===== src/rtl/event_timestamp_logger.sv =====
// Change logger: timestamps every change of sig_in and queues {time, value} for a reader.
// Latency: an event sampled at edge n is visible on the read port after edge n; no bypass.
// Backpressure: rd_valid/rd_ready; an event arriving when full without a pop is dropped and sets overflow.

// Generic show-ahead FIFO: registered storage, head driven combinationally from mem[rd_ptr].
// Latency: a write at edge n is readable after edge n. Backpressure: wr_rdy drops when full unless popping.
module fifo #(
    parameter int W     = 8,
    parameter int DEPTH = 8
) (
    input  logic                     clk,
    input  logic                     rst,
    input  logic                     wr_vld,
    output logic                     wr_rdy,
    input  logic [W-1:0]             wr_dat,
    output logic                     rd_vld,
    input  logic                     rd_rdy,
    output logic [W-1:0]             rd_dat,
    output logic [$clog2(DEPTH):0]   cnt
);
    localparam int AW = $clog2(DEPTH);
    localparam logic [AW:0] FULL_CNT = (AW + 1)'(DEPTH);

    logic [W-1:0]  mem [DEPTH];
    logic [AW-1:0] wr_ptr;
    logic [AW-1:0] rd_ptr;
    logic          push;
    logic          pop;

    assign rd_vld = (cnt != '0);
    assign rd_dat = mem[rd_ptr];
    assign pop    = rd_vld && rd_rdy;
    // A pop in the same cycle frees the slot, so a full FIFO still accepts.
    assign wr_rdy = (cnt != FULL_CNT) || pop;
    assign push   = wr_vld && wr_rdy;

    always_ff @(posedge clk) begin
        if (push) begin
            mem[wr_ptr] <= wr_dat;
        end
    end

    always_ff @(posedge clk) begin
        if (rst) begin
            wr_ptr <= '0;
            rd_ptr <= '0;
            cnt    <= '0;
        end else begin
            if (push) begin
                wr_ptr <= wr_ptr + 1'b1;
            end
            if (pop) begin
                rd_ptr <= rd_ptr + 1'b1;
            end
            case ({push, pop})
                2'b10:   cnt <= cnt + 1'b1;
                2'b01:   cnt <= cnt - 1'b1;
                default: cnt <= cnt;
            endcase
        end
    end
endmodule

module event_timestamp_logger #(
    parameter int WIDTH    = 4,
    parameter int TS_WIDTH = 16,
    parameter int DEPTH    = 8
) (
    input  logic                     clk,
    input  logic                     rst,
    input  logic                     en,
    input  logic [WIDTH-1:0]         sig_in,
    output logic                     rd_valid,
    input  logic                     rd_ready,
    output logic [TS_WIDTH-1:0]      rd_time,
    output logic [WIDTH-1:0]         rd_value,
    output logic [$clog2(DEPTH):0]   count,
    output logic                     overflow
);
    typedef struct packed {
        logic [TS_WIDTH-1:0] ts;
        logic [WIDTH-1:0]    value;
    } entry_t;

    logic [TS_WIDTH-1:0] ts;
    logic [WIDTH-1:0]    prev;
    logic                first;
    logic                ev_vld;
    logic                ev_rdy;
    entry_t              ev_dat;
    entry_t              head_dat;

    // The first enabled cycle after reset always logs, giving the reader an initial value.
    assign ev_vld = en && (first || (sig_in != prev));
    assign ev_dat = '{ts: ts, value: sig_in};

    always_ff @(posedge clk) begin
        if (rst) begin
            ts       <= '0;
            prev     <= '0;
            first    <= 1'b1;
            overflow <= 1'b0;
        end else begin
            if (en) begin
                ts    <= ts + 1'b1;
                prev  <= sig_in;
                first <= 1'b0;
            end
            if (ev_vld && !ev_rdy) begin
                overflow <= 1'b1;
            end
        end
    end

    fifo #(
        .W     ($bits(entry_t)),
        .DEPTH (DEPTH)
    ) u_fifo (
        .clk    (clk),
        .rst    (rst),
        .wr_vld (ev_vld),
        .wr_rdy (ev_rdy),
        .wr_dat (ev_dat),
        .rd_vld (rd_valid),
        .rd_rdy (rd_ready),
        .rd_dat (head_dat),
        .cnt    (count)
    );

    assign rd_time  = head_dat.ts;
    assign rd_value = head_dat.value;
endmodule


===== config.mk =====
export PLATFORM = sky130hd
export DESIGN_NAME = event_timestamp_logger
export DESIGN_NICKNAME = d
export VERILOG_FILES = /design/src/rtl/event_timestamp_logger.sv
export SDC_FILE = /design/constraint.sdc
export NUM_CORES = 1
export LEC_CHECK = 0
export ABC_AREA = 0
export CAP_MARGIN = 15
export CORE_MARGIN = 2
export CORE_UTILIZATION = 35
export DETAILED_ROUTE_END_ITERATION = 12
export PLACE_DENSITY_LB_ADDON = 0.2
export SYNTH_ARGS = -nofsm -noshare
export SYNTH_HDL_FRONTEND = slang
export SYNTH_SLANG_ARGS = --single-unit

===== constraint.sdc =====
create_clock -name clk -period 10.2 [get_ports clk]
set_clock_uncertainty 0.1 [all_clocks]
set_input_delay 1.53 -clock clk [delete_from_list [all_inputs] [get_ports clk]]
set_output_delay 1.53 -clock clk [all_outputs]
set_load 0.01 [all_outputs]

==> flow_metrics.env, run 1 <==
export IMPL_fin_util=0.4135
export IMPL_ir_drop_uv=119.8
export IMPL_hold_viol_final=0
export IMPL_routed_via_density=4.946
export IMPL_status="completed"
export IMPL_synth_nets=428
export IMPL_antenna_found_initial=0
export IMPL_cts_tree="yes"
export IMPL_max_freq_mhz=224.2
export IMPL_synth_main_ff_cell="edfxtp_1"
export IMPL_drive_gt1_frac=0.2553
export IMPL_clkTransAtPathRegs_ns=0.07
export IMPL_yosysSeqAreaShare=0.7177
export IMPL_top_usage_layer="met2"
export IMPL_setup_worst_path_class="in -> reg"
export IMPL_synth_top_family_by_area="multiplexers"
export IMPL_cts_sinks=195
export IMPL_crit_path_end_kind="flip-flop"
export IMPL_hp_class="reg -> reg"
export IMPL_finalCriticalPeriod_ns=4.461
export IMPL_clockBufferDepth=2
export IMPL_synth_top_area_frac=0.6263
export IMPL_post_cts_buffers=0
export IMPL_gp_congestion=0.6973
export IMPL_cts_inserted_buffers=17
export IMPL_use_met1=0.1729
export IMPL_num_vias=3729
export IMPL_rows=54
export IMPL_dpl_cell_area_sq_um=8393
export IMPL_antennaDiodeCount=0
export IMPL_ant_nets=0
export IMPL_syn_to_final_growth_pct=16.90
export IMPL_async_flop_share=0
export IMPL_post_cts_resized=0
export IMPL_drt_iter0_drc=191
export IMPL_cp_required_ns=10.21
export IMPL_stdcell_area_sq_um=8967
export IMPL_avgRoutedWirePerCell_microns=19.26
export IMPL_drtPass1Iterations=4
export IMPL_cellPowerDensity_nw_per_um2=224.1
export IMPL_htree_levels=4
export IMPL_cts_root_buf="clkbuf_16"
export IMPL_grt_pass1_wl_mm=23.32
export IMPL_path_max_fanout=13
export IMPL_drcViolationCount=0
export IMPL_synth_cells=414
export IMPL_place_ws_ns=5.212
export IMPL_synth_seq_cells=195
export IMPL_hpwl_mm=8.841
export IMPL_leakage_nw=2.824
export IMPL_synthAdderAreaFrac=0.01076
export IMPL_yosysTopAreaCell="edfxtp_1"
export IMPL_grt_usage=0.1340
export IMPL_ys_types=39
export IMPL_gr_usage_met3=0.03394
export IMPL_synthTopCellsByCount="160 x edfxtp_1, 40 x mux4_2, 35 x dfxtp_1, 34 x nor2_1, 20 x mux2_2"
export IMPL_final_net_count=475
export IMPL_placeableCoreArea_sq_um=21690
export IMPL_yosysMostFrequentCell="edfxtp_1"
export IMPL_initial_core_util=0.3537
export IMPL_synth_area_sq_um=7671
export IMPL_drt_wl_total_mm=14.52
export IMPL_die_area_sq_um=23120
export IMPL_slowest_stage="nor3b_2"
export IMPL_io_buffers=33
export IMPL_synth_yosys_warnings=0
export IMPL_synth_simple_area_share=0.05203
export IMPL_max_slew_margin=0.3771
export IMPL_finalCritPeriodShare=0.4373
export IMPL_arrival_ns=4.47
export IMPL_grt_max_degree=41
export IMPL_syn_area_per_cell_sq_um=18.53
export IMPL_synth_compound_area_share=0.02381
export IMPL_tns_ns=0
export IMPL_ys_top_cells_by_area="edfxtp_1 63%, mux4_2 12%, dfxtp_1 9.1%, mux2_2 2.9%, nor2_1 1.7%"
export IMPL_grt_overflow=0
export IMPL_clk_latency_ns=0.43
export IMPL_synthMuxAreaShare=0.1616
export IMPL_tightestPinTransition_ns=0.9303
export IMPL_io_pins=34
export IMPL_chipWidth_microns=152.0
export IMPL_cpPeakStageDelay_ns=0.79
export IMPL_drv_slew=0
export IMPL_gr_usage_met2=0.2222
export IMPL_maxCapViolations=0
export IMPL_die_y_microns=152.0
export IMPL_rsz0062_at_grt="false"
export IMPL_grt_pass1_vias=4088
export IMPL_setup_viol=0
export IMPL_worstPathCellList="clkdlybuf4s50_1 > xor2_1 > nor2_1 > a211oi_4 > nand2b_1 > nor3b_2 > buf_4"
export IMPL_critPathLaunchType="input pin"
export IMPL_hold_buffers=0
export IMPL_layout_setup_ws_ns=5.739
export IMPL_synth_edf_count=160
export IMPL_synth_xor_area_frac=0.01941
==> through the flow <==
step,std cells,hold slack (ns),power (mW)
floorplan,414,0.3706,1.227
global placement,722,0.3688,1.391
detailed placement,722,0.3718,1.398
CTS,754,0.3876,2.041
global route,754,0.4323,2.111
finish,754,0.3779,2.009
==> worst paths after layout <==
path,from,end,slack (ns),cells after the start
hold reg to reg,overflow,overflow,0.38,2
setup / recovery,sig_in[0],u_fifo.mem[2][1],5.74,7
setup reg to reg,u_fifo.cnt[0],u_fifo.cnt[3],7.14,10
hold / removal,overflow,overflow,0.38,2
==> cells by family (layout without fill, tap and decap cells) <==
group                      after synthesis  in the layout
DFF                                    195            195
xor gates and xnor gates                17             17
adders and majority gates                6              6
buffers and inverters                   24             84
muxes                                   71             71
AOI/OAI and AO/OA                       23             23
and+or+nand+nor                         78             78
==> registers in the layout, indices dropped and copies added (netlist names), named ones only <==
| signal | cells |
|---|---|
| overflow | 1 |
| u_fifo.wr_ptr | 3 |
| prev | 4 |
| first | 1 |
| ts | 16 |
| u_fifo.cnt | 4 |
| u_fifo.rd_ptr | 3 |
| u_fifo.mem | 160 |
==> area by class of cell <==
cell class,count,area [sq um]
repair buffers,45,420.4
well taps,280,350.3
flip-flops and latches,195,5508
inverters,7,26.28
clock inverters,14,145.1
multi-input cells,195,2088
fillers,1901,12720
clock buffers,18,429.2
==> where the power goes <==
part | internal [mW] | switching, mW | total [mW]
clock network | 0.346 | 0.297 | 0.643
logic | 0.244 | 0.202 | 0.446
registers | 0.894 | 0.0259 | 0.920
total | 1.48 | 0.525 | 2.01
==> worst max-delay path: cells and delay by family <==
family | cells | cell delay, ns
compound gates | 1 | 0.43
xor+xnor | 1 | 0.26
buf+inv | 2 | 1.08
simple gates | 3 | 1.17
==> cells in the final DEF, fill, tap and decap left out, types with 6 or more instances in the layout <==
cell type and instances:
xnor2_1 6, edfxtp_1 160, inv_1 7, mux2_2 20
dfxtp_1 33, nand2_1 8, xor2_1 11, clkdlybuf4s50_1 33
mux2i_1 8, mux4_2 40, nor2_1 32, or3_1 7
a21oi_1 10, buf_4 12, clkbuf_16 17
==> metal layers <==
metal / wire length, microns / part of all wire
met4: 193 / 0.013
met2: 7355 / 0.51
met1: 6481 / 0.45
met3: 488 / 0.034
met5: 0 / 0
(Power assumes the default switching activity.)
==> inputs of run 2 (changes only) <==
- clock period: 10.2 -> 4.2 ns (I/O delays scaled with it)
==> run 2 against run 1 <==
Worst hold slack improved by 0.0060 ns. Design area rose by 0.53%. Global-route usage fell by 0.55 points. First-iteration DRC count rose by 8.4%. Final cell count rose by 0.80%. Die area did not move. Register-to-register slack got worse by 5.9 ns.
==> flow_metrics.env, run 2 (same netlist as run 1, synthesis figures left out) <==
export IMPL_status="completed"
export IMPL_setup_viol=0
export IMPL_setup_worst_path_class="reg -> out"
export IMPL_final_net_count=482
export IMPL_min_path_cells=2
export IMPL_max_freq_mhz=303.6
export IMPL_finalCritPeriodShare=0.7843
export IMPL_layout_setup_ws_ns=0.9058
export IMPL_avgRoutedWirePerCell_microns=18.44
export IMPL_use_met1=0.1667
export IMPL_num_vias=3753
export IMPL_syn_to_final_growth_pct=17.52
export IMPL_clk_latency_ns=0.43
export IMPL_totalPowerFinal_mw=4.818
export IMPL_multi_input_area_sq_um=2088
export IMPL_hp_start="overflow"
export IMPL_antennaDiodeCount=0
export IMPL_r2r_setup_slack_ns=1.19
export IMPL_r2r_end="u_fifo.cnt[3]"
export IMPL_post_cts_resized=0
export IMPL_hold_path_end="overflow"
export IMPL_drcViolationCount=0
export IMPL_grt_usage=0.1284
export IMPL_arrival_ns=2.56
export IMPL_htree_levels=4
export IMPL_clkTransAtPathRegs_ns=0.07
export IMPL_ant_nets=0
export IMPL_leakage_nw=2.833
export IMPL_cts_inserted_buffers=17
export IMPL_post_cts_buffers=0
export IMPL_gp_congestion=0.7412
export IMPL_tns_ns=0
export IMPL_final_common_cell="edfxtp_1"
export IMPL_critPathLaunchType="flip-flop"
export IMPL_chipWidth_microns=152.0
export IMPL_drt_iter0_drc=207
export IMPL_cts_tree="yes"
export IMPL_cellPowerDensity_nw_per_um2=534.4
export IMPL_hpwl_mm=8.491
export IMPL_max_slew_margin=0.5434
export IMPL_initial_core_util=0.3537
export IMPL_rows=54
export IMPL_drtPass1Iterations=4
export IMPL_cts_sinks=195
export IMPL_clockBufferDepth=2
export IMPL_hold_buffers=0
export IMPL_fin_util=0.4157
export IMPL_gr_usage_met3=0.03252
export IMPL_path_max_fanout=21
export IMPL_die_area_sq_um=23120
export IMPL_placeableCoreArea_sq_um=21690
export IMPL_final_cell_mix="160 x edfxtp_1, 40 x mux4_2, 33 x dfxtp_1, 33 x clkdlybuf4s50_1, 32 x nor2_1"
export IMPL_top_usage_layer="met2"
export IMPL_gr_usage_met2=0.2126
export IMPL_reg_top3="u_fifo.mem x160, ts x16"
export IMPL_drv_slew=0
export IMPL_top_register="u_fifo.mem"
export IMPL_hp_class="reg -> reg"
export IMPL_io_pins=34
export IMPL_stdcell_area_sq_um=9015
export IMPL_whs_ns=0.3839
export IMPL_maxCapViolations=0
export IMPL_grt_pass1_vias=3956
export IMPL_io_buffers=33
export IMPL_grt_overflow=0
export IMPL_worstReg2RegStart="u_fifo.cnt[0]"
export IMPL_antenna_found_initial=0
export IMPL_crit_path_end_kind="output port"
export IMPL_place_ws_ns=0.5637
export IMPL_finalCriticalPeriod_ns=3.294
export IMPL_seqCellArea_sq_um=5508
export IMPL_hold_viol_final=0
export IMPL_drt_wl_total_mm=14.01
export IMPL_rsz0062_at_grt="false"
export IMPL_ir_drop_uv=328.0
export IMPL_grt_pass1_wl_mm=22.47
export IMPL_dpl_cell_area_sq_um=8471
export IMPL_grt_max_degree=41
export IMPL_tightestPinTransition_ns=0.6849
export IMPL_largest_register_ffs=160
export IMPL_die_y_microns=152.0
export IMPL_drive_gt1_frac=0.2604
export IMPL_fillCellCount=1925
export IMPL_routed_via_density=4.938
export IMPL_place_inst=729
export IMPL_final_cells=760
export IMPL_cp_required_ns=3.47
export IMPL_cts_root_buf="clkbuf_16"
export IMPL_worst_r2r_path_depth=10
## run 2: worst max-delay path by stage
stage                     startpoint                to  cells after the start
after floorplan            sig_in[0]  u_fifo.mem[4][0]                      5
after global placement     sig_in[3]     u_fifo.cnt[3]                     11
after detailed placement   sig_in[2]     u_fifo.cnt[3]                     11
after CTS                  flip-flop       rd_time[15]                      4
after global routing       flip-flop        rd_time[2]                      4
final                      flip-flop        rd_time[4]                      4
## run 2: area by class of cell
cell class	count	share of cell area
Clock buffer	18	0.04761
Clock inverter	13	0.01277
Inverter	7	0.002915
Multi-Input combinational cell	195	0.2316
Sequential cell	195	0.6110
Tap cell	280	0.03886
Timing Repair Buffer	52	0.05524
## run 2: worst max-delay path, cell delays in order, from the launching register on
cell,delay (ns)
dfxtp_2,0.76
buf_12,0.26
mux4_2,0.33
mux2_2,0.28
clkdlybuf4s50_1,0.49
## run 2: where the power goes
group | total (mW) | switching, mW | internal [mW]
Sequential | 2.26 | 0.0852 | 2.17
Clock | 1.48 | 0.672 | 0.810
Combinational | 1.08 | 0.462 | 0.615
## run 2: per-layer routing
metal  share of wire  wire length, microns
met1            0.43                  6041
met2            0.51                  7101
met3           0.049                   686
met4           0.013                   182
met5               0                     0
==> inputs of run 3 (changes only) <==
- clock period: 4.2 -> 2.7 ns (I/O delays scaled with it)
==> run 3 against run 2 <==
Combinational power rose by 99%. Clock power up 56%. Worst hold slack better by 0.020 ns. Non-clock buffer count rose by 37. Largest cell class unchanged. Critical endpoint is now rd_time[12]. Worst setup slack got worse by 0.86 ns. Critical path type unchanged. Die area unchanged. Count of clock-buffer cells in the layout increased by 1.
==> flow_metrics.env, run 3 (same netlist as run 1, synthesis figures left out) <==
export IMPL_status="completed"
export IMPL_hold_viol_final=0
export IMPL_setup_viol=0
export IMPL_die_area_sq_um=23120
export IMPL_worstPathCellList="buf_12 > buf_12 > buf_16 > clkbuf_16 > mux4_2 > mux2_2 > buf_6"
export IMPL_seqPwrFrac=0.439
export IMPL_critPathBufInv=5
export IMPL_final_net_count=519
export IMPL_clockBufferDepth=2
export IMPL_path_max_fanout=4
export IMPL_hpwl_mm=9.398
export IMPL_layout_setup_ws_ns=0.04720
export IMPL_crit_path_end_kind="output port"
export IMPL_antennaDiodeCount=0
export IMPL_stdcell_area_sq_um=9508
export IMPL_slowest_stage="mux4_2"
export IMPL_rows=54
export IMPL_hp_class="reg -> reg"
export IMPL_switching_share=0.2632
export IMPL_pwr_share_clk=0.291
export IMPL_ir_drop_uv=462.0
export IMPL_finalCriticalPeriod_ns=2.653
export IMPL_cp_required_ns=2.19
export IMPL_cellPowerDensity_nw_per_um2=835.0
export IMPL_initial_core_util=0.3537
export IMPL_io_buffers=33
export IMPL_ant_nets=0
export IMPL_top_register="u_fifo.mem"
export IMPL_power_internal_mw=5.850
export IMPL_worstReg2RegStart="u_fifo.cnt[0]"
export IMPL_fin_util=0.4384
export IMPL_gr_usage_met3=0.02738
export IMPL_max_slew_margin=0.6903
export IMPL_grt_pass1_wl_mm=23.83
export IMPL_io_pins=34
export IMPL_die_y_microns=152.0
export IMPL_htree_levels=4
export IMPL_leakage_nw=3.128
export IMPL_gp_congestion=0.7421
export IMPL_avgRoutedWirePerCell_microns=19.01
export IMPL_final_cell_mix="160 x edfxtp_1, 41 x buf_4, 40 x mux4_2, 32 x nor2_1, 32 x dfxtp_1"
export IMPL_grt_usage=0.1355
export IMPL_antenna_found_initial=0
export IMPL_drcViolationCount=0
export IMPL_top_usage_layer="met2"
export IMPL_routed_via_density=4.921
export IMPL_cpPeakStageDelay_ns=0.48
export IMPL_hp_start="overflow"
export IMPL_final_common_cell="edfxtp_1"
export IMPL_gr_usage_met2=0.2366
export IMPL_cts_root_buf="clkbuf_16"
export IMPL_path_common_cell="buf_12"
export IMPL_drt_wl_total_mm=15.17
export IMPL_grt_max_degree=21
export IMPL_max_freq_mhz=377.0
export IMPL_grt_pass1_vias=4164
export IMPL_cpLargestDelayFamily="multiplexers"
export IMPL_largest_register_ffs=160
export IMPL_drive_gt1_frac=0.3417
export IMPL_reg_top3="u_fifo.mem x160, ts x16"
export IMPL_placeableCoreArea_sq_um=21690
export IMPL_place_ws_ns=-0.2538
export IMPL_netSwitchingPower_mw=2.089
export IMPL_rsz0062_at_grt="true"
export IMPL_cts_tree="yes"
export IMPL_setup_worst_path_class="reg -> out"
export IMPL_chipWidth_microns=152.0
export IMPL_drt_iter0_drc=230
export IMPL_hold_buffers=0
export IMPL_arrival_ns=2.15
export IMPL_drv_slew=0
export IMPL_use_met1=0.1685
export IMPL_tightestPinTransition_ns=0.4640
export IMPL_maxCapViolations=0
export IMPL_num_vias=3927
export IMPL_finalCritPeriodShare=0.9825
export IMPL_cts_inserted_buffers=17
export IMPL_cts_sinks=195
export IMPL_clkTransAtPathRegs_ns=0.07
export IMPL_grt_overflow=0
export IMPL_critPathLaunchType="flip-flop"
export IMPL_drtPass1Iterations=4
export IMPL_clk_latency_ns=0.43
export IMPL_combPwrFrac=0.271
export IMPL_syn_to_final_growth_pct=23.94
export IMPL_dpl_cell_area_sq_um=8792
export IMPL_whs_ns=0.4037
-- run 3: worst paths after layout --
kind                         to  slack [ns]  cells past startpoint
hold / removal         overflow        0.40                      2
setup / recovery    rd_time[12]        0.05                      7
hold reg to reg        overflow        0.40                      2
setup reg to reg  u_fifo.cnt[3]        0.15                     10
-- run 3: worst min-delay path, stage by stage (launching register included) --
cell and delay [ns]:
dfxtp_1 0.34, a21oi_1 0.05, nor2_1 0.08
-- run 3: what timing repair did --
action,in CTS,in global routing
pin swaps,0,3
buffers inserted,4,3
cloned,2,1
resized for setup,50,22
endpoints found under the setup margin,20,14
-- run 3: layer usage --
layer  share of wire  up-vias  wire length, microns
li1                -     1814                     -
met1            0.44     2049                  6656
met2            0.53       53                  8006
met3           0.022       11                   332
met4           0.012        0                   176
met5               0        -                     0
-- run 3: cell type report --
class	count	area (sq um)
well taps	280	350.3
repair buffers	89	948.4
clock buffers	19	432.9
fillers	1882	12180
flip-flops and latches	195	5512
multi-input cells	195	2137
clock inverters	13	101.3
inverters	7	26.28
-- run 3: metrics by stage --
stage	std cells	total power, mW	TNS [ns]
final	798	7.939	0
after global routing	798	8.290	-0.09447
after CTS	795	7.947	-0.5526
after detailed placement	757	5.497	-14.08
after global placement	757	5.471	-8.293
after floorplan	414	4.643	-35.12
-- run 3: power by group through the flow --
| stage | Sequential, mW | Combinational, mW | Clock (mW) |
|---|---|---|---|
| 3_3_place_gp | 3.54 | 1.93 | 0 |
| 3_5_place_dp | 3.55 | 1.95 | 0 |
| 6_report | 3.48 | 2.15 | 2.31 |
| 5_1_grt | 3.50 | 2.30 | 2.49 |
| 4_1_cts | 3.49 | 2.09 | 2.36 |
| 2_1_floorplan | 3.53 | 1.11 | 0 |
